[src/rtl/mem_copy_master_if.sv]
// Bus bundle for mem_copy_master: copy request/status signals plus the
// single-port memory bus (command, address, write data, read data).
interface mem_copy_master_if #(
  parameter int DW = 16,
  parameter int AW = 9
);
  logic          start;
  logic [AW-1:0] src_addr;
  logic [AW-1:0] dst_addr;
  logic [AW-1:0] count;
  logic [1:0]    mem_cmd;
  logic [AW-1:0] mem_addr;
  logic [DW-1:0] write_data;
  logic [DW-1:0] read_data;
  logic          busy;
  logic          done;

  // The copy engine drives the memory bus and status
  modport master (
    input  start, src_addr, dst_addr, count, read_data,
    output mem_cmd, mem_addr, write_data, busy, done
  );

  // Requester plus memory side of the same bundle
  modport slave (
    output start, src_addr, dst_addr, count, read_data,
    input  mem_cmd, mem_addr, write_data, busy, done
  );
endinterface

[src/rtl/mem_copy_master.sv]
// Word-by-word memory copy engine. Each word takes three cycles
// (present read, capture read data, write), copying in ascending order
// with addresses wrapping modulo 2^AW.
module mem_copy_master #(
  parameter int DW = 16,
  parameter int AW = 9
) (
  input logic               clk,
  input logic               reset,
  mem_copy_master_if.master bus
);

  typedef enum logic [2:0] {IDLE, RD_ADDR, RD_WAIT, WR, DONE} state_t;

  localparam logic [1:0] CMD_NONE  = 2'b00;
  localparam logic [1:0] CMD_READ  = 2'b10;
  localparam logic [1:0] CMD_WRITE = 2'b01;

  state_t        state;
  state_t        state_next;
  logic [AW-1:0] src_q;
  logic [AW-1:0] dst_q;
  logic [AW-1:0] cnt_q;
  logic [AW-1:0] idx;
  logic [DW-1:0] data_q;
  logic [AW-1:0] idx_next;
  logic [AW-1:0] src_sum;
  logic [AW-1:0] dst_sum;

  assign idx_next       = idx + 1'b1;
  assign src_sum        = src_q + idx;
  assign dst_sum        = dst_q + idx;
  assign bus.write_data = data_q;

  // State register
  always_ff @(posedge clk) begin
    if (reset) state <= IDLE;
    else       state <= state_next;
  end

  // Request latching, word index and captured read data
  always_ff @(posedge clk) begin
    if (reset) begin
      src_q  <= '0;
      dst_q  <= '0;
      cnt_q  <= '0;
      idx    <= '0;
      data_q <= '0;
    end else begin
      case (state)
        IDLE: begin
          if (bus.start) begin
            src_q <= bus.src_addr;
            dst_q <= bus.dst_addr;
            cnt_q <= bus.count;
            idx   <= '0;
          end
        end
        RD_WAIT: data_q <= bus.read_data;
        WR:      idx    <= idx_next;
        default: ;
      endcase
    end
  end

  // Next state and bus outputs; reset also squashes the command this
  // cycle so an aborted write never reaches memory
  always_comb begin
    state_next   = state;
    bus.mem_cmd  = CMD_NONE;
    bus.mem_addr = '0;
    bus.busy     = (state != IDLE);
    bus.done     = (state == DONE);
    case (state)
      IDLE: begin
        if (bus.start) state_next = (bus.count == '0) ? DONE : RD_ADDR;
      end
      RD_ADDR: begin
        bus.mem_cmd  = CMD_READ;
        bus.mem_addr = src_sum;
        state_next   = RD_WAIT;
      end
      RD_WAIT: begin
        bus.mem_cmd  = CMD_READ;
        bus.mem_addr = src_sum;
        state_next   = WR;
      end
      WR: begin
        bus.mem_cmd  = CMD_WRITE;
        bus.mem_addr = dst_sum;
        state_next   = (idx_next == cnt_q) ? DONE : RD_ADDR;
      end
      DONE:    state_next = IDLE;
      default: state_next = IDLE;
    endcase
    if (reset) bus.mem_cmd = CMD_NONE;
  end

endmodule

[src/flat_wrapper.sv]
// flat-port wrapper written by rule: the top's interface ports become plain ports
module mem_copy_master_flat 
#(
  parameter int DW = 16,
  parameter int AW = 9
)
  (clk, reset, bus_start, bus_src_addr, bus_dst_addr, bus_count, bus_read_data, bus_mem_cmd, bus_mem_addr, bus_write_data, bus_busy, bus_done);
  mem_copy_master_if #(.DW(DW), .AW(AW)) bus_i ();
  input logic clk;
  input logic reset;
  input wire logic [$bits(bus_i.start)-1:0] bus_start;
  input wire logic [$bits(bus_i.src_addr)-1:0] bus_src_addr;
  input wire logic [$bits(bus_i.dst_addr)-1:0] bus_dst_addr;
  input wire logic [$bits(bus_i.count)-1:0] bus_count;
  input wire logic [$bits(bus_i.read_data)-1:0] bus_read_data;
  output wire logic [$bits(bus_i.mem_cmd)-1:0] bus_mem_cmd;
  output wire logic [$bits(bus_i.mem_addr)-1:0] bus_mem_addr;
  output wire logic [$bits(bus_i.write_data)-1:0] bus_write_data;
  output wire logic [$bits(bus_i.busy)-1:0] bus_busy;
  output wire logic [$bits(bus_i.done)-1:0] bus_done;
  assign bus_i.start = bus_start;
  assign bus_i.src_addr = bus_src_addr;
  assign bus_i.dst_addr = bus_dst_addr;
  assign bus_i.count = bus_count;
  assign bus_i.read_data = bus_read_data;
  assign bus_mem_cmd = bus_i.mem_cmd;
  assign bus_mem_addr = bus_i.mem_addr;
  assign bus_write_data = bus_i.write_data;
  assign bus_busy = bus_i.busy;
  assign bus_done = bus_i.done;
  mem_copy_master #(.DW(DW), .AW(AW)) u_core (.clk(clk), .reset(reset), .bus(bus_i));
endmodule
[config.mk]
export PLATFORM = sky130hd
export DESIGN_NAME = mem_copy_master_flat
export DESIGN_NICKNAME = d
export VERILOG_FILES = /design/src/rtl/mem_copy_master_if.sv /design/src/rtl/mem_copy_master.sv /design/src/flat_wrapper.sv
export SDC_FILE = /design/constraint.sdc
export NUM_CORES = 1
export LEC_CHECK = 0
export ABC_AREA = 1
export ABC_CLOCK_PERIOD_IN_PS = 2650
export CORE_UTILIZATION = 44
export CTS_CLUSTER_DIAMETER = 30
export CTS_CLUSTER_SIZE = 25
export DETAILED_ROUTE_END_ITERATION = 8
export GPL_ROUTABILITY_DRIVEN = 1
export GPL_TIMING_DRIVEN = 0
export PLACE_DENSITY_LB_ADDON = 0.08
export RECOVER_POWER = 50
export SLEW_MARGIN = 20
export SYNTH_ARGS = -nofsm -noshare
export SYNTH_HDL_FRONTEND = slang
export SYNTH_SLANG_ARGS = --single-unit
[constraint.sdc]
create_clock -name clk -period 2.65 [get_ports clk]
set_input_delay 0.53 -clock clk [delete_from_list [all_inputs] [get_ports clk]]
set_output_delay 0.53 -clock clk [all_outputs]
set_load 0.02 [all_outputs]
==> results.yml <==
global_routing:
  track_usage_pct: 23.89
  grt_pass1_vias: 2680
  antenna_found_initial: 0
  grt_pass1_wl_mm: 12.05
  grt_overflow: 0
  grt_max_degree: 17
setup_path:
  cp_top_family: "buffers and inverters"
  crit_type: "reg -> out"
  arrival_ns: 2.61
  cp_num_buf_inv: 6
  reg2regPathDepth: 12
  path_cells: "nand2_4 > nor2_4 > buf_6 > buf_6 > buf_4 > buf_6 > o21ai_1 > ha_1 > buf_4 > a21oi_1 > o211ai_1 > xor2_1 > nor2_2 > buf_6"
  path_common_cell: "buf_6"
  worst-path-max-fanout: 5
  path_depth: 14
  crit_start: "u_core.state[1]$_SDFFE_PP0P_"
  critPathRequiredTime_ns: 2.12
  slowest_stage: "dfxtp_2"
  reg2reg_slack_ns: 0.68
  r2r-end: "u_core.state[0]$_SDFFE_PP0P_"
  crit_path_start_kind: "register"
  cp-end-kind: "primary output"
  reg2reg_from: "u_core.idx[1]$_SDFFE_PP0P_"
  slowest_delay_ns: 0.34
yosys:
  syn_nets: 470
  seq_area_frac_synth_pct: 39.02
  synthesis.area_sq_um: 2821
  synth_edf_count: 0
  synthArstFlopShare_pct: 0
  synth_cell_type_count: 28
  avgSynthCellArea_sq_um: 6.815
  synthFlopType: "dfxtp_1"
  syn_inst: 414
  yosysWarningCount: 0
  synth_seq_cells: 55
power:
  power.share.clock_pct: 24.4
  finalPower_w: 0.001887
  leakage_nw: 1.722
  p_sw_share_pct: 30.50
  vdd_drop_max_v: 0.0003852
  switchingPower_w: 0.0005754
  pwr-share-comb_pct: 26.7
  power_frac_seq_pct: 48.9
  power.internal_w: 0.001312
  pwr_density_cell_nw_per_um2: 453.8
die:
  initial_utilization_pct: 46.55
  rows: 28
  die_y_microns: 82.08
  pin_count: 75
  die_w_microns: 82.08
  die_area_sq_um: 6736
  coreArea_sq_um: 6061
placement:
  place_hpwl_mm: 5.307
  dpl.cell_count: 562
  globalplace.congestion: 0.9170
  io_buffers: 73
finish:
  instances_no_fill: 603
  drive_above_1_share_pct: 18.56
  area_growth_pct: 47.36
  nets: 583
  antenna_cells: 0
timing:
  clock.fmax_mhz: 318.9
  slew_violations: 0
  fin_skew_ns: 0.003277
  grt_setup_unrepaired: "yes"
  whs_ns: 0.4548
  setup_slack_ns: -0.4855
  finalHoldViolCount: 0
  setup_viol: 8
  slew_headroom_pct: 68.40
  fin_setup_tns_ns: -2.220
  period_needed_ns: 3.135
  finalCritPeriodShare_pct: 118.3
  worst_pin_slew_ns: 0.4741
clock_network:
  cts_max_level: 2
  cts_inserted_buffers: 5
  cts_sinks: 55
  cts-root-buf: "clkbuf_8"
  cts_tree: "yes"
  cts.path.max_buffers: 2
  clk_pin_slew_ns: 0.10
  clk_latency_ns: 0.31
  postCtsHoldBufs: 0
detailed_routing:
  drt-initial-drc-count: 171
  wire_per_inst_microns: 13.06
  ant_nets: 0
  drt-total-wl_mm: 7.873
  firstDrtPassIters: 5
  viasPerCell: 5.093
  drc: 0
  vias: 3071
worst_hold_path:
  holdPathStages: 2
  hp-start: "u_core.dst_q[1]$_SDFFE_PP0P_"
  hp-class: "reg -> reg"
  hold_end: "u_core.dst_q[1]$_SDFFE_PP0P_"
outcome:
  status: "finished, violations left"
  violations: "setup timing"
flow_run:
  max-cap-violations: 0
[cells in the mapped netlist (2+ instances only)]
library cell   n  area, sq um
inv_1         51        191.4
nand3_1       26        130.1
a21oi_1       46        230.2
nor2_1        52        195.2
nand2_2        4        25.02
buf_2          5        25.02
o21ai_0       58        290.3
o211ai_1       3        22.52
xor2_1         2        17.52
clkbuf_1       9        33.78
nor3_1         3        15.01
buf_4          2        15.01
nand4_1        8        50.05
nor2_2         5        31.28
ha_1           9        112.6
dfxtp_1       55         1101
nand2_1       65        244.0
[cells by family after synthesis]
family	Yosys count	synth area share (%)
buffers and inverters	71	10.24
flip-flops	55	39.02
XOR/XNOR	3	0.9314
AO/OA/AOI/OAI	111	20.31
adder cells (fa/ha/maj)	10	4.701
AND/OR/NAND/NOR	164	24.79
[area by class of cell]
type,count,area [sq um]
sequential,55,1105
buffer,18,110.1
clock buffer,6,72.57
tap,75,93.84
timing repair buffer,106,989.7
clock inverter,2,12.51
fill,528,1903
multi-input combinational,288,1575
inverter,53,198.9
[worst max-delay path by stage]
stage / slack [ns] / to
finish: -0.49 / bus_mem_addr[8]
global placement: -0.86 / bus_mem_addr[6]
floorplan: -0.11 / bus_mem_addr[6]
detailed placement: -0.86 / bus_mem_addr[6]
global route: -0.60 / bus_mem_addr[8]
CTS: -0.46 / bus_mem_addr[8]
[registers in the layout, summed over array words and instances, names as in the netlist]
name / flops
u_core.dst_q: 9
u_core.idx: 9
u_core.cnt_q: 9
u_core.bus.write_data: 16
u_core.state: 3
u_core.src_q: 9
[power by group through the flow]
stage,combinational [W],sequential [W],clock [W]
after floorplan,0.000225,0.000960,0
after global placement,0.000430,0.000939,0
after detailed placement,0.000435,0.000941,0
after CTS,0.000470,0.000922,0.000470
after global routing,0.000555,0.000930,0.000504
final,0.000504,0.000923,0.000460
[worst min-delay path, stage by stage (launching register included)]
cell and delay (ns):
dfxtp_1 0.32, inv_1 0.05, a21oi_1 0.05
[metal layers]
| metal | vias to the layer above | track usage (%) | wire, microns |
|---|---|---|---|
| li1 | 1577 | - | - |
| met1 | 1390 | 28.83 | 3314 |
| met2 | 92 | 40.41 | 3900 |
| met3 | 12 | 6.333 | 502 |
| met4 | 0 | 8.947 | 157 |
| met5 | - | 0 | 0 |
[cells in the final DEF (no fill, tap or decap), drive strengths merged]
cell           synthesis  routed
dlygate4sd2            0       1
nand4                  8       8
clkbuf                10      16
nand3                 26      26
clkdlybuf4s50          0      63
buf                    8      49
a21boi                 1       1
dfxtp                 55      55
xor2                   2       2
a32o                   1       1
clkinv                 1       2
nand2                 69      69
o211ai                 3       3
fa                     1       1
or2                    1       1
nor3                   3       3
inv                   52      52
ha                     9       9
xnor2                  1       1
nor2                  57      57
o21ai                 59      59
clkinvlp               0       1
o21bai                 1       1
dlymetal6s2s           0       1
a21oi                 46      46
[per-stage QoR]
| step | area (sq um) | util (%) | setup WS (ns) |
|---|---|---|---|
| 3_5_place_dp | 3667 | 60.51 | -0.8614 |
| 3_3_place_gp | 3667 | 60.51 | -0.8627 |
| 5_1_grt | 4158 | 68.60 | -0.5967 |
| 4_1_cts | 3996 | 65.94 | -0.4650 |
| 2_1_floorplan | 2843 | - | -0.1083 |
| 6_report | 4158 | 68.60 | -0.4855 |
[repair_timing]
item,in CTS,in global routing
setup buffers,26,7
resized for setup,71,25
endpoints found under the hold margin,0,0
endpoints found under the setup margin,9,9
pin swaps,17,12
Note: power is estimated with default switching activity, not from simulation.
